<file path="src/rtl/mul_share_arbiter.sv">
// Round-robin arbiter sharing one sequential 32x32 shift-add multiplier among NUM_REQ clients.
// Optional BUSY watchdog is compiled in when MUL_ARB_TIMEOUT_EN is defined.
module mul_share_arbiter #(
   parameter int unsigned NUM_REQ = 4,
   parameter int unsigned IDX_W   = 2,
   parameter int unsigned TIMEOUT = 64
) (
   input  logic                  i_clk,
   input  logic                  i_rst_n,
   input  logic [NUM_REQ-1:0]    i_req,
   input  logic [NUM_REQ*32-1:0] i_req_a,
   input  logic [NUM_REQ*32-1:0] i_req_b,
   output logic [NUM_REQ-1:0]    o_gnt,
   output logic [NUM_REQ-1:0]    o_rsp_valid,
   output logic [63:0]           o_rsp_product,
   output logic                  o_rsp_err,
   output logic                  o_busy,
   output logic                  o_mul_start,
   output logic [31:0]           o_mul_a,
   output logic [31:0]           o_mul_b,
   input  logic [63:0]           i_mul_product,
   input  logic                  i_mul_finish
);

   typedef enum logic [2:0] {StIdle, StLaunch, StWaitClr, StBusy, StResp} state_e;

   state_e               r_state;
   logic [IDX_W-1:0]     r_ptr;
   logic [IDX_W-1:0]     r_owner;
   logic [NUM_REQ-1:0]   r_rsp_valid;
   logic [63:0]          r_rsp_product;
   logic                 r_busy;
   logic                 r_mul_start;
   logic [31:0]          r_mul_a;
   logic [31:0]          r_mul_b;

   logic                 w_found;
   logic [IDX_W-1:0]     w_sel;
   logic [IDX_W-1:0]     w_ptr_nxt;
   logic [31:0]          w_a;
   logic [31:0]          w_b;
   logic [NUM_REQ-1:0]   w_gnt;
   logic [NUM_REQ-1:0]   w_owner_oh;

`ifdef MUL_ARB_TIMEOUT_EN
   localparam int unsigned CNT_W = $clog2(TIMEOUT + 1);
   logic [CNT_W-1:0]     r_cnt;
   logic                 r_rsp_err;
   assign o_rsp_err = r_rsp_err;
`else
   assign o_rsp_err = 1'b0 & (TIMEOUT != 0);
`endif

   // First set request at or above the rr pointer, wrapping at NUM_REQ.
   always_comb begin : p_arb
      int unsigned idx;
      idx     = 0;
      w_found = 1'b0;
      w_sel   = '0;
      for (int unsigned k = 0; k < NUM_REQ; k++) begin
         idx = (32'(r_ptr) + k) % NUM_REQ;
         if (!w_found && i_req[IDX_W'(idx)]) begin
            w_found = 1'b1;
            w_sel   = IDX_W'(idx);
         end
      end
   end

   assign w_ptr_nxt = (32'(w_sel) == NUM_REQ - 1) ? '0 : w_sel + 1'b1;

   always_comb begin
      w_a        = '0;
      w_b        = '0;
      w_gnt      = '0;
      w_owner_oh = '0;
      for (int unsigned k = 0; k < NUM_REQ; k++) begin
         if (IDX_W'(k) == w_sel) begin
            w_a = i_req_a[k*32 +: 32];
            w_b = i_req_b[k*32 +: 32];
         end
         w_gnt[k]      = i_rst_n && (r_state == StIdle) && w_found && (IDX_W'(k) == w_sel);
         w_owner_oh[k] = (IDX_W'(k) == r_owner);
      end
   end

   always_ff @(posedge i_clk or negedge i_rst_n) begin
      if (!i_rst_n) begin
         r_state       <= StIdle;
         r_ptr         <= '0;
         r_owner       <= '0;
         r_rsp_valid   <= '0;
         r_rsp_product <= '0;
         r_busy        <= 1'b0;
         r_mul_start   <= 1'b0;
         r_mul_a       <= '0;
         r_mul_b       <= '0;
`ifdef MUL_ARB_TIMEOUT_EN
         r_cnt         <= '0;
         r_rsp_err     <= 1'b0;
`endif
      end else begin
         r_mul_start <= 1'b0;
         r_rsp_valid <= '0;
         unique case (r_state)
            StIdle: begin
               if (w_found) begin
                  r_mul_a     <= w_a;
                  r_mul_b     <= w_b;
                  r_owner     <= w_sel;
                  r_ptr       <= w_ptr_nxt;
                  r_mul_start <= 1'b1;
                  r_busy      <= 1'b1;
                  r_state     <= StLaunch;
               end
            end
            StLaunch: r_state <= StWaitClr;
            // Multiplier finish flag is stale here, so it is not looked at.
            StWaitClr: begin
`ifdef MUL_ARB_TIMEOUT_EN
               r_cnt   <= '0;
`endif
               r_state <= StBusy;
            end
            StBusy: begin
               if (i_mul_finish) begin
                  r_rsp_product <= i_mul_product;
                  r_rsp_valid   <= w_owner_oh;
                  r_state       <= StResp;
`ifdef MUL_ARB_TIMEOUT_EN
               end else if (r_cnt == CNT_W'(TIMEOUT - 1)) begin
                  r_rsp_product <= '0;
                  r_rsp_valid   <= w_owner_oh;
                  r_rsp_err     <= 1'b1;
                  r_state       <= StResp;
               end else begin
                  r_cnt <= r_cnt + 1'b1;
`endif
               end
            end
            StResp: begin
`ifdef MUL_ARB_TIMEOUT_EN
               r_rsp_err <= 1'b0;
`endif
               r_busy    <= 1'b0;
               r_state   <= StIdle;
            end
            default: r_state <= StIdle;
         endcase
      end
   end

   assign o_gnt         = w_gnt;
   assign o_rsp_valid   = r_rsp_valid;
   assign o_rsp_product = r_rsp_product;
   assign o_busy        = r_busy;
   assign o_mul_start   = r_mul_start;
   assign o_mul_a       = r_mul_a;
   assign o_mul_b       = r_mul_b;

endmodule

</file>
<file path="config.mk">
export PLATFORM = sky130hd
export DESIGN_NAME = mul_share_arbiter
export DESIGN_NICKNAME = d
export VERILOG_FILES = /design/src/rtl/mul_share_arbiter.sv
export SDC_FILE = /design/constraint.sdc
export NUM_CORES = 1
export LEC_CHECK = 0
export BUFFER_PORTS_ARGS = -buffer_cell sky130_fd_sc_hd__buf_2
export CORE_AREA = 2 2 184 186
export CTS_CLUSTER_SIZE = 24
export DETAILED_ROUTE_END_ITERATION = 8
export DIE_AREA = 0 0 186 188
export PLACE_DENSITY_LB_ADDON = 0.2
export SLEW_MARGIN = 10
export SYNTH_ARGS = -nofsm -noshare
export SYNTH_HDL_FRONTEND = slang
export SYNTH_SLANG_ARGS = --single-unit
</file>
<file path="constraint.sdc">
create_clock -name i_clk -period 6.5 [get_ports i_clk]
set_clock_uncertainty 0.2 [all_clocks]
set_input_delay 0 -clock i_clk [delete_from_list [all_inputs] [get_ports i_clk]]
set_output_delay 0 -clock i_clk [all_outputs]
set_load 0.01 [all_outputs]
</file>
==> results of run 1 <==
critical path, stage by stage:
cell and delay [ns]:
dlygate4sd3_1 0.54, buf_2 0.15, or4_2 0.98, nand4_1 0.30, ha_4 0.54, buf_4 0.51, a21oi_1 0.10, a221o_1 0.35
a31oi_1 0.15, dlygate4sd3_1 0.56
metal layers:
metal  wire (µm)  global-route usage, %  vias to the layer above
met2       16860                  32.97                      370
met1       12850                  19.68                     4202
met5          23                      0                        -
met4        1005                  8.086                        4
met3        2753                  6.079                       59
li1            -                      -                     4116
per-stage QoR:
| step | power [mW] | util (%) | std cells |
|---|---|---|---|
| after floorplan | 3.282 | - | 785 |
| after global placement | 4.285 | 31.03 | 1629 |
| after detailed placement | 4.303 | 31.03 | 1629 |
| after CTS | 5.784 | 38.87 | 1864 |
| after global routing | 6.170 | 38.89 | 1867 |
| final | 5.738 | 38.90 | 1868 |
power breakdown:
| group | total [mW] | switching, mW | leakage, nW | internal, mW |
|---|---|---|---|---|
| clock network | 0.946 | 0.444 | 0.256 | 0.502 |
| registers | 1.57 | 0.246 | 1.64 | 1.33 |
| logic | 3.22 | 1.59 | 4.06 | 1.63 |
| total | 5.74 | 2.28 | 5.96 | 3.46 |
cell type report:
| cell class | count | area [µm²] | share of cell area, % |
|---|---|---|---|
| Antenna cell | 4 | 10.01 | 0.07771 |
| Clock buffer | 18 | 429.2 | 3.332 |
| Clock inverter | 14 | 126.4 | 0.9811 |
| Inverter | 67 | 254.0 | 1.972 |
| Multi-Input combinational cell | 498 | 3520 | 27.32 |
| Sequential cell | 141 | 3528 | 27.39 |
| Tap cell | 448 | 560.5 | 4.352 |
| Timing Repair Buffer | 678 | 4453 | 34.57 |
sequential cells by signal, summed over array words and instances, names as in the netlist:
signal / count
r_ptr: 2
o_mul_start: 1
o_rsp_product: 64
r_state: 3
o_mul_b: 32
o_busy: 1
o_rsp_valid: 4
r_owner: 2
o_mul_a: 32
worst paths after layout:
path,end,slack (ns),cells after the start
min in group asynchronous,o_rsp_product[13],0.49,4
worst max register to register,o_mul_a[10],2.42,8
worst min-delay path,r_owner[0],0.02,4
max in group asynchronous,o_mul_b[25],4.84,4
worst max-delay path,o_mul_b[14],2.42,10
worst min register to register,o_rsp_valid[2],0.30,1
kinds of logic after synthesis:
group,count (synthesis),share of synthesized area (%)
AO/OA/AOI/OAI,269,23.18
AND/OR/NAND/NOR,158,11.96
buffers and inverters,146,8.098
flip-flops,141,46.32
multiplexers,66,9.740
adder cells (fa/ha/maj),4,0.6571
other,1,0.04923
layout by cell type (no fill, tap or decap), types with 5 or more instances in the layout:
cell           netlist  layout
a221o_1             64      64
nand2_1             68      68
mux2_2              64      64
dfrtp_1            141     141
buf_4                7      11
clkinvlp_4           0       5
nand3b_1            64      64
inv_1               66      65
and3_1               6       6
buf_2               14     463
inv_6                0       6
a31oi_1             65      65
a21oi_1            132     132
clkbuf_16            0      17
dlygate4sd3_1        0     202
repair_timing:
action	4_1_cts	5_1_grt
endpoints found under the setup margin	0	0
hold endpoints to repair	277	0
hold buffers	203	0
buffers inserted	0	0
==> PnR_summary.wiki, run 1 <==
{| class="wikitable"
! Metric !! Value
|-
| Number of hold violations in the final report || 0
|-
| Setup crit start || i_req[2]
|-
| Number of antenna violations at the first check in global routing || 9
|-
| Critical Path End Type || flop
|-
| Setup TNS after final layout || 0 ns
|-
| Yosys top cell area share || 46.32%
|-
| Die outline area || 34970 µm²
|-
| P per Cell Area || 445.5 nW/µm²
|-
| Share of async-settable or async-resettable flops after synthesis || 100.0%
|-
| Vertical extent of the die || 188 µm
|-
| Critical path required time || 6.66 ns
|-
| Worst hold slack across all endpoints || 0.02220 ns
|-
| Path category of the worst min-delay check || input pin to flop
|-
| Run status || finished clean
|-
| Endpoints failing setup || 0
|-
| Clock tree root driver cell || clkbuf_16
|-
| Mapped Area || 7617 µm²
|-
| Port bufs || 464
|-
| Setup repair after global routing missed its margin || false
|-
| Number of flip-flops and latches in the synthesized netlist || 141
|-
| Synthesized area divided by synthesized cell count || 9.704 µm²
|-
| Pin count of the biggest net entering global routing || 90
|-
| CTS sink count || 141
|-
| Post-synth top cells || 141 x dfrtp_1, 132 x a21oi_1, 68 x nand2_1
|-
| Total via count after detailed routing || 8751
|-
| WL per Instance || 17.93 µm
|-
| H-tree levels || 4
|-
| First-pass GRT wire length || 49350 µm
|-
| Warning count from the yosys run || 0
|-
| Type of element launching the critical path || input pin
|-
| Filler Cells Inserted || 3390
|-
| Largest area contributor in the netlist || dfrtp_1
|-
| Worst slew margin relative to its limit || 35.78%
|-
| Max Slew Vio Count || 0
|-
| Area of the placeable core || 33110 µm²
|-
| Detailed-route vias per instance || 4.685
|-
| Final net count || 1734
|-
| Static leakage power || 5.961 nW
|-
| Crit path DAT || 4.25 ns
|-
| Horizontal extent of the die || 186 µm
|-
| Worst-case setup margin in the final layout || 2.419 ns
|-
| Min-Delay Startpoint || i_req[1]
|-
| Insertion delay of the later-clocked pin in the worst-skew pair || 0.42 ns
|-
| RePlAce Congestion || 0.8178
|-
| Placed Instance Area || 10270 µm²
|-
| Final antenna-violating net count || 0
|-
| Gate count after technology mapping || 785
|-
| Maximum count of clock buffers along a single path || 2
|-
| GRT Resource Usage Total || 18.48%
|-
| Post-detail-place hpwl || 22880 µm
|-
| P&R area growth vs syn || 69.10%
|-
| Sequential area share after synthesis || 46.32%
|-
| Biggest area contributors in the synthesized netlist || dfrtp_1 46%, mux2_2 9.5%, a21oi_1 8.7%
|-
| Synthesized Nets || 1116
|-
| Clock tree from TritonCTS || done
|-
| Worst setup timing slack at the placement stage || 3.043 ns
|-
| Number of cell rows || 67
|-
| Start-to-end type of the worst setup path || input pin to flop
|-
| Total wire length after detailed routing || 33490 µm
|-
| Minimum period implied by the final worst setup slack || 4.081 ns
|-
| Measured slew at the worst slew-check pin || 0.9633 ns
|-
| Clock transition at the register clock pins on the worst setup and hold paths after CTS || 0.07 ns
|-
| Fraction of final layout cells sized beyond drive strength 1 || 41.03%
|-
| Part of the cycle the worst path needs || 62.79%
|-
| Maximum frequency from static timing analysis || 0.2450 GHz
|-
| Total iterations of the first detailed-routing run || 5
|-
| Initial cell density of the core || 23.00%
|-
| Post-Layout Inst Area || 12880 µm²
|-
| Remaining design rule violation count || 0
|-
| Number of top-level design ports || 466
|-
| Congestion Overflow GR || 0
|-
| Distinct cells, synth || 39
|-
| Number of gates given a new drive strength after cts || 0
|-
| Number of DRC markers after the initial detailed-route iteration || 373
|-
| Maximum Capacitance Violations || 0
|-
| Total CTS buffers || 17
|-
| Library cell with the highest instance count after synthesis || dfrtp_1
|-
| Via count of the first global-routing pass || 9002
|-
| Worst flop-to-flop path startpoint || r_ptr[1]
|-
| Worst IR Drop VDD || 0.2207 mV
|-
| Biggest fanout along the worst timing path || 55
|-
| Number of synthesized flops with an enable pin || 0
|-
| Most common flop cell mapped by yosys || dfrtp_1
|}
(Power assumes the default switching activity.)
==> inputs of run 2 (changes only) <==
==> constraint.sdc (replaced) <==
create_clock -name i_clk -period 3.8 [get_ports i_clk]
set_clock_uncertainty 0.2 [all_clocks]
set_input_delay 0 -clock i_clk [delete_from_list [all_inputs] [get_ports i_clk]]
set_output_delay 0 -clock i_clk [all_outputs]
set_load 0.01 [all_outputs]
==> run 2 against run 1 <==
Cell area up 1.0%. Critical endpoint is now o_mul_a[11]. Flip-flop and latch count did not move. Largest power group unchanged. Cell count up 0.37%. Combinational power is 76% higher. Die area did not move. The run now ends with hold timing left. Register-to-register slack lost 2.1 ns.
==> PnR_summary.wiki, run 2 (synthesized netlist as in run 1, its figures left out) <==
{| class="wikitable"
! Metric !! Value
|-
| Insertion delay of the later-clocked pin in the worst-skew pair || 0.42 ns
|-
| Maximum Capacitance Violations || 0
|-
| Congestion Overflow GR || 0
|-
| Number of cell rows || 67
|-
| Run status || complete, but fails checks
|-
| Endpoints failing setup || 0
|-
| Maximum count of clock buffers along a single path || 2
|-
| Area of the placeable core || 33110 µm²
|-
| Max reg flops || 64
|-
| Clock tree root driver cell || clkbuf_16
|-
| P&R area growth vs syn || 70.84%
|-
| Minimum period implied by the final worst setup slack || 3.466 ns
|-
| Path category of the worst min-delay check || input pin to flop
|-
| Setup repair after global routing missed its margin || false
|-
| Final antenna-violating net count || 0
|-
| Largest stage delay on the critical path || 0.57 ns
|-
| Total via count after detailed routing || 8714
|-
| Post-Route Utilization || 39.30%
|-
| Total iterations of the first detailed-routing run || 5
|-
| Cell count after placement || 1639
|-
| H-tree levels || 4
|-
| Total power || 9.973 mW
|-
| Clock transition at the register clock pins on the worst setup and hold paths after CTS || 0.07 ns
|-
| Start-to-end type of the worst setup path || flop to flop
|-
| Gate power share || 56.8%
|-
| Worst hold slack across all endpoints || -0.04384 ns
|-
| Part of the cycle the worst path needs || 91.21%
|-
| Net Sw Frac || 39.51%
|-
| Master of the slowest instance on the critical path || ha_4
|-
| Final std cells w/o fill || 1875
|-
| Static leakage power || 6.032 nW
|-
| Violations in the final reports || hold timing
|-
| Placed Instance Area || 10410 µm²
|-
| Number of hold violations in the final report || 1
|-
| Sequential power share || 26.9%
|-
| Die outline area || 34970 µm²
|-
| Clock tree from TritonCTS || done
|-
| Critical Path End Type || flop
|-
| CTS sink count || 141
|-
| Initial cell density of the core || 23.00%
|-
| RePlAce Congestion || 0.8168
|-
| Post-Layout Inst Area || 13010 µm²
|-
| Number of antenna violations at the first check in global routing || 4
|-
| Setup TNS after final layout || 0 ns
|-
| Via count of the first global-routing pass || 9193
|-
| Type of element launching the critical path || flop
|-
| Sw power || 3.940 mW
|-
| Worst-case setup margin in the final layout || 0.3342 ns
|-
| Number of top-level design ports || 466
|-
| Measured slew at the worst slew-check pin || 0.9030 ns
|-
| GRT Resource Usage Total || 18.31%
|-
| Worst slew margin relative to its limit || 39.80%
|-
| Sequence of cells on the critical path || nand4b_1 > o21ai_0 > nor3_1 > ha_4 > buf_12 > a21oi_1 > a221o_1 > a31oi_1 > dlygate4sd3_1
|-
| Remaining design rule violation count || 0
|-
| Clock network fraction of design power || 16.3%
|-
| Worst IR Drop VDD || 0.3568 mV
|-
| Vertical extent of the die || 188 µm
|-
| Number of DRC markers after the initial detailed-route iteration || 351
|-
| Max Slew Vio Count || 0
|-
| Detailed-route vias per instance || 4.647
|-
| Port bufs || 464
|-
| Horizontal extent of the die || 186 µm
|-
| Crit path DAT || 3.62 ns
|-
| Highest-count cells in the layout ignoring fill and taps || 463 x buf_2, 201 x dlygate4sd3_1, 141 x dfrtp_1, 132 x a21oi_1, 68 x nand2_1
|-
| Maximum frequency from static timing analysis || 0.2885 GHz
|-
| Total CTS buffers || 17
|-
| Biggest fanout along the worst timing path || 43
|-
| Leading cell type in the layout, fill and taps excluded || buf_2
|-
| Fraction of final layout cells sized beyond drive strength 1 || 41.54%
|-
| WL per Instance || 17.80 µm
|-
| Total wire length after detailed routing || 33380 µm
|-
| P per Cell Area || 766.4 nW/µm²
|-
| Number of gates given a new drive strength after cts || 0
|-
| Internal power || 6.033 mW
|-
| Pin count of the biggest net entering global routing || 90
|-
| Worst setup timing slack at the placement stage || 0.8366 ns
|-
| Critical path required time || 3.96 ns
|-
| Final net count || 1743
|-
| Post-detail-place hpwl || 22690 µm
|-
| First-pass GRT wire length || 49540 µm
|}
run 2: timing repair:
| item | CTS | global route |
|---|---|---|
| buffers inserted | 0 | 1 |
| hold endpoints to repair | 218 | 0 |
| endpoints found under the setup margin | 0 | 26 |
| hold buffers | 201 | 0 |
run 2: worst max-delay path: cells and delay by family (launching register included):
family | cells | cell delay [ns]
compound gates | 4 | 0.70
buf+inv | 2 | 0.81
simple gates | 2 | 0.61
flops | 1 | 0.46
fa+ha+maj | 1 | 0.57
run 2: final timing paths:
check                      slack (ns)                 to  cells after the start        startpoint
max in group asynchronous        2.43        o_mul_a[19]                      3           i_rst_n
hold / removal                  -0.04        o_mul_a[13]                      4       i_req_a[13]
hold reg to reg                  0.30   o_rsp_product[0]                      1  o_rsp_product[0]
setup reg to reg                 0.33        o_mul_a[11]                      9          r_ptr[1]
setup / recovery                 0.33        o_mul_a[11]                      9          r_ptr[1]
min in group asynchronous        0.03  o_rsp_product[57]                      2           i_rst_n
run 2: layout make-up:
cell class,instances,area [µm²]
antenna,2,5.005
fill,3375,20100
inverter,67,254.0
sequential,141,3528
tap,448,560.5
multi-input combinational,498,3520
clock inverter,14,126.4
clock buffer,18,439.2
timing repair buffer,687,4581
run 2: power by group through the flow:
stage / registers, mW / clock network, mW / logic, mW
2_1_floorplan: 3.02 / 0 / 2.60
3_3_place_gp: 2.68 / 0 / 4.75
3_5_place_dp: 2.70 / 0 / 4.77
4_1_cts: 2.68 / 1.70 / 5.64
5_1_grt: 2.78 / 1.76 / 6.23
6_report: 2.68 / 1.63 / 5.66
run 2: routing by layer:
layer  part of all wire [%]  vias to the layer above  GRT usage [%]  routed length [µm]
met5                  0.072                        -              0                  24
li1                       -                     4131              -                   -
met3                    7.6                       48          4.836                2535
met4                    3.1                        4          7.874                1019
met1                     40                     4139          20.89               13360
met2                     49                      392          31.94               16440
